File: src/rtl/wb_retire_queue.sv
// In-order writeback retire queue: buffers MEM results, drains one entry per cycle to the
// regfile when it is ready, drives the debug trace and answers youngest-match forwarding lookups.
module wb_retire_queue #(
  parameter int DATA_W = 32,
  parameter int ADDR_W = 5,
  parameter int DEPTH  = 4,
  localparam int BE_W  = DATA_W / 8,
  localparam int PTR_W = $clog2(DEPTH)
) (
  input  logic              clk,
  input  logic              reset,
  input  logic              to_wb_valid,
  input  logic [31:0]       pc,
  input  logic [BE_W-1:0]   rf_we,
  input  logic [ADDR_W-1:0] rf_waddr,
  input  logic [DATA_W-1:0] rf_wdata,
  output logic              wb_allow_in,
  input  logic              rf_ready,
  output logic [BE_W-1:0]   rf_we_out,
  output logic [ADDR_W-1:0] rf_waddr_out,
  output logic [DATA_W-1:0] rf_wdata_out,
  input  logic [ADDR_W-1:0] fwd_raddr,
  output logic              fwd_hit,
  output logic [BE_W-1:0]   fwd_be,
  output logic [DATA_W-1:0] fwd_data,
  output logic [31:0]       debug_wb_pc,
  output logic [BE_W-1:0]   debug_wb_rf_we,
  output logic [ADDR_W-1:0] debug_wb_rf_wnum,
  output logic [DATA_W-1:0] debug_wb_rf_wdata,
  output logic [PTR_W:0]    wb_count
);

  logic [31:0]       pc_mem    [DEPTH];
  logic [BE_W-1:0]   we_mem    [DEPTH];
  logic [ADDR_W-1:0] waddr_mem [DEPTH];
  logic [DATA_W-1:0] data_mem  [DEPTH];

  logic [PTR_W-1:0] wr_ptr_reg, wr_ptr_next;
  logic [PTR_W-1:0] rd_ptr_reg, rd_ptr_next;
  logic [PTR_W:0]   count_reg, count_next;

  logic head_valid;
  logic push;
  logic pop;
  logic retire;

  assign head_valid  = (count_reg != '0);
  assign wb_allow_in = (count_reg != (PTR_W+1)'(DEPTH));
  assign push        = to_wb_valid & wb_allow_in;
  // Nothing retires while reset is asserted, even if entries are still queued.
  assign retire      = head_valid & rf_ready & ~reset;
  assign pop         = retire;

  always_comb begin
    wr_ptr_next = wr_ptr_reg;
    rd_ptr_next = rd_ptr_reg;
    count_next  = count_reg;
    if (push) wr_ptr_next = wr_ptr_reg + 1'b1;
    if (pop)  rd_ptr_next = rd_ptr_reg + 1'b1;
    case ({push, pop})
      2'b10:   count_next = count_reg + 1'b1;
      2'b01:   count_next = count_reg - 1'b1;
      default: count_next = count_reg;
    endcase
  end

  always_ff @(posedge clk) begin
    if (reset) begin
      wr_ptr_reg <= '0;
      rd_ptr_reg <= '0;
      count_reg  <= '0;
    end else begin
      wr_ptr_reg <= wr_ptr_next;
      rd_ptr_reg <= rd_ptr_next;
      count_reg  <= count_next;
    end
  end

  // Payload storage carries no reset; occupancy alone decides what is valid.
  always_ff @(posedge clk) begin
    if (push) begin
      pc_mem[wr_ptr_reg]    <= pc;
      we_mem[wr_ptr_reg]    <= rf_we;
      waddr_mem[wr_ptr_reg] <= rf_waddr;
      data_mem[wr_ptr_reg]  <= rf_wdata;
    end
  end

  always_comb begin
    rf_we_out = '0;
    if (retire && waddr_mem[rd_ptr_reg] != '0) rf_we_out = we_mem[rd_ptr_reg];
  end

  assign rf_waddr_out      = head_valid ? waddr_mem[rd_ptr_reg] : '0;
  assign rf_wdata_out      = head_valid ? data_mem[rd_ptr_reg]  : '0;
  assign debug_wb_pc       = head_valid ? pc_mem[rd_ptr_reg]    : '0;
  assign debug_wb_rf_we    = rf_we_out;
  assign debug_wb_rf_wnum  = rf_waddr_out;
  assign debug_wb_rf_wdata = rf_wdata_out;
  assign wb_count          = count_reg;

  // Slot gi is the gi-th oldest entry; it matches when occupied and writing fwd_raddr.
  logic [PTR_W-1:0] slot_idx [DEPTH];
  logic [DEPTH-1:0] slot_match;

  generate
    for (genvar gi = 0; gi < DEPTH; gi++) begin : g_slot
      assign slot_idx[gi]   = rd_ptr_reg + PTR_W'(gi);
      assign slot_match[gi] = ((PTR_W+1)'(gi) < count_reg)
                              && (we_mem[slot_idx[gi]] != '0)
                              && (waddr_mem[slot_idx[gi]] == fwd_raddr);
    end
  endgenerate

  // Later slots overwrite earlier ones, so the youngest matching entry wins.
  always_comb begin
    fwd_hit  = 1'b0;
    fwd_be   = '0;
    fwd_data = '0;
    if (fwd_raddr != '0) begin
      for (int i = 0; i < DEPTH; i++) begin
        if (slot_match[i]) begin
          fwd_hit  = 1'b1;
          fwd_be   = we_mem[slot_idx[i]];
          fwd_data = data_mem[slot_idx[i]];
        end
      end
    end
  end

endmodule

File: config.mk
export PLATFORM = sky130hd
export DESIGN_NAME = wb_retire_queue
export DESIGN_NICKNAME = d
export VERILOG_FILES = /design/src/rtl/wb_retire_queue.sv
export SDC_FILE = /design/constraint.sdc
export NUM_CORES = 1
export LEC_CHECK = 0
export BUFFER_PORTS_ARGS = -buffer_cell sky130_fd_sc_hd__buf_2
export CAP_MARGIN = 40
export CORE_MARGIN = 4
export CORE_UTILIZATION = 52
export CTS_CLUSTER_DIAMETER = 50
export DETAILED_ROUTE_END_ITERATION = 10
export PLACE_DENSITY = 0.77
export SKIP_LAST_GASP = 1
export SLEW_MARGIN = 5
export SYNTH_ARGS = -nofsm -noshare
export SYNTH_HDL_FRONTEND = slang
export SYNTH_SLANG_ARGS = --single-unit
File: constraint.sdc
create_clock -name clk -period 3.47 [get_ports clk]
set_clock_uncertainty 0.1 [all_clocks]
set_input_delay 0.694 -clock clk [delete_from_list [all_inputs] [get_ports clk]]
set_output_delay 0.694 -clock clk [all_outputs]
set_load 0.02 [all_outputs]
==> impl_metrics.tcl <==
set metrics [dict create \
    status "finished with violations" \
    violations "setup timing" \
    antenna_found_initial 11 \
    grt_pass1_wl_mm 60.2 \
    yosys.area.top_type "edfxtp_1" \
    pwr-share-seq_pct 35.8 \
    top_layer "met5" \
    regArea_mm2 0.00896 \
    yosysSeqAreaShare_pct 54.8 \
    tightest_slew_ps 570 \
    leakage_nw 6.92 \
    antenna_left 0 \
    synth.distinct_cells 44 \
    synth_warnings 0 \
    core-area_mm2 0.0307 \
    first_pass_iters 5 \
    nFillCells 2202 \
    drt-initial-drc-count 571 \
    critPathRequiredTime_ps 2680 \
    ioPinCount 237 \
    cts_tree "yes" \
    maxSlewHeadroom_pct 62.0 \
    p_comb_share_pct 33.2 \
    internal_power_mw 8.30 \
    clk_path_buf_depth 3 \
    h-tree-depth 2 \
    post_drt_via_cell_ratio 6.02 \
    power.density_mw_per_mm2 613 \
    drc 0 \
    path_class "reg -> out" \
    die_x_um 185 \
    initial_core_util_pct 53.1 \
    hold_buffers 0 \
    dp_cells 1645 \
    synth_ff_type "edfxtp_1" \
    layout.nets 1387 \
    vdd_ir_drop_max_mv 0.627 \
    synth_area_mm2 0.0163 \
    synth.area.top_cells "edfxtp_1, mux4_2, mux2_2" \
    period_needed_ps 4220 \
    io_buffers 236 \
    wl_met2_mm 19.2 \
    fmax_ghz 0.237 \
    wl_met1_mm 15.1 \
    swShare_pct 32.0 \
    grt_overflow 0 \
    cts-root-buf "clkbuf_16" \
    p_sw_mw 3.90 \
    rsz0062_at_grt "yes" \
    die_h_um 185 \
    max_cap_viol_count 0 \
    syn_inst 1045 \
    synth_area_per_cell_um2 15.6 \
    place.gp.congestion 0.873 \
    worstSetupStartpointType "register" \
    post-place-ws_ps -340 \
    hold_viol 0 \
    insertion_delay_ps 510 \
    top_regs "data_mem (128), pc_mem (128), waddr_mem (20)" \
    area_growth_pct 21.9 \
    grt.total_usage_pct 22.4 \
    row_count 64 \
    p_clk_share_pct 31.0 \
    vias 10379 \
    grt_pass1_vias 10715 \
    cts_made_buffers 36 \
    worst_ep_arrival_time_ps 3430 \
    clk_pin_slew_ps 60 \
    min-delay-path-class "in -> reg" \
    hold_ws_ps 281 \
    clock-sinks 301 \
    worstSetupEndpointType "output port" \
    async_reset_ff_share_pct 0 \
    grt_max_degree 71 \
    report.final.slew_viol_count 0 \
    syn-num-nets 1136 \
    final_cells 1723 \
    drt_wl_total_mm 38.4 \
    finalSetupViolCount 37 \
    post-route-period-util_pct 122 \
    ys_ff_latch 301 \
    drive_above_1_share_pct 52.3 \
    synth_top_cell_area_share_pct 53.7 \
    die_area_mm2 0.0343 \
    multi_input_area_mm2 0.00694 \
    synth_edf_count 292 \
    routedWlPerCell_um 22.3 \
    fin_ws_ps -754 \
    route.met3.wl_mm 3.17 \
    dp_hpwl_mm 25.6 \
    timing.critical_path.fanout_max 20 \
]
[logic make-up (layout without fill, tap and decap cells)]
logic type	count (synthesis)	in the layout	synth area share, %
flops	301	301	54.8
mux	240	240	25.1
simple gates	181	181	5.86
compound gates	156	156	7.76
buf+inv	133	412	4.47
xor+xnor	25	25	1.34
fa+ha+maj	9	9	0.690
other cells	0	3	0
[cell usage after synthesis (all sizes together), types with 2 or more instances]
cell type and count:
a211oi 36, a21oi 9, a221oi 35, and2 72, and3 4, buf 84, clkbuf 44, dfxtp 9
edfxtp 292, ha 9, inv 5, mux2 73, mux2i 39, mux4 128, nand2 71, nand3 2
nand4 3, nor2 17, nor4 2, o21ai 69, o311ai 2, or3 2, or4 4, xnor2 16
xor2 9
[metal layers]
| metal | vias up | track usage (%) |
|---|---|---|
| met5 | - | 0 |
| met4 | 20 | 5.40 |
| met3 | 79 | 6.26 |
| met2 | 372 | 37.8 |
| met1 | 5228 | 29.3 |
| li1 | 4680 | - |
[area by class of cell]
cell class	instances	area share (%)
Multi-Input combinational cell	611	34.9
Clock inverter	27	1.43
Timing Repair Buffer	341	11.4
Inverter	5	0.0943
Sequential cell	301	45.0
Antenna cell	3	0.0377
Clock buffer	39	4.69
Tap cell	396	2.49
[final timing paths]
check | start | end | slack, ps | cells after the start
setup reg to reg | wb_count[0] | wb_count[2] | 1010 | 8
hold reg to reg | wb_count[1] | wb_count[1] | 480 | 2
setup / recovery | rd_ptr_reg[0] | fwd_data[11] | -750 | 10
hold / removal | pc[1] | pc_mem[2][1] | 280 | 1
[metrics by stage]
step	power, mW	utilization [%]	setup TNS [ps]	instance area [um2]
2_1_floorplan	7.38	-	-277	16500
3_3_place_gp	8.33	59.8	-10010	18400
3_5_place_dp	8.38	59.9	-11060	18400
4_1_cts	12.3	64.3	-26610	19800
5_1_grt	12.8	64.7	-30350	19900
6_report	12.2	64.8	-26030	19900
[repair_timing]
| action | in CTS | in global routing |
|---|---|---|
| gates resized for setup | 12 | 18 |
| gates cloned | 0 | 1 |
| hold endpoints to repair | 0 | 0 |
| endpoints found under the setup margin | 45 | 47 |
| setup buffers | 6 | 2 |
| pin swaps | 1 | 2 |
[power groups by stage]
stage          combinational, mW  sequential (mW)  clock [mW]
2_1_floorplan               2.97             4.41           0
3_3_place_gp                3.89             4.44           0
3_5_place_dp                3.93             4.46           0
4_1_cts                     4.04             4.36        3.86
5_1_grt                     4.35             4.38        4.05
6_report                    4.05             4.36        3.78
[critical path, stage by stage (launching register included)]
cell and delay (ps):
dfxtp_4 380, buf_12 120, mux4_2 510, xor2_1 150, or4_4 540, nor4_4 220, buf_6 180, buf_12 200
a221oi_2 90, a211oi_2 270, buf_2 220
[cell usage in the layout, fill, tap and decap left out, drive strengths merged]
cell type    n
nor2b        1
bufinv       4
nor3         1
nand3        2
xnor2       16
or3          2
o2111ai      1
a311oi       1
a211oi      36
clkbuf      40
nand2b       1
nor2        17
clkinv      16
or4          4
buf        340
edfxtp     292
a21oi        9
ha           9
and4b        1
clkinvlp     1
nand4        3
and2        72
mux4       128
dfxtp        9
inv         11
xor2         9
a221oi      35
o22a         1
a21o         1
a21boi       1
diode        3
mux2        73
o21ai       69
o311ai       2
nor4         2
mux2i       39
nand2       71
and3         4
Note: power is estimated with default switching activity, not from simulation.
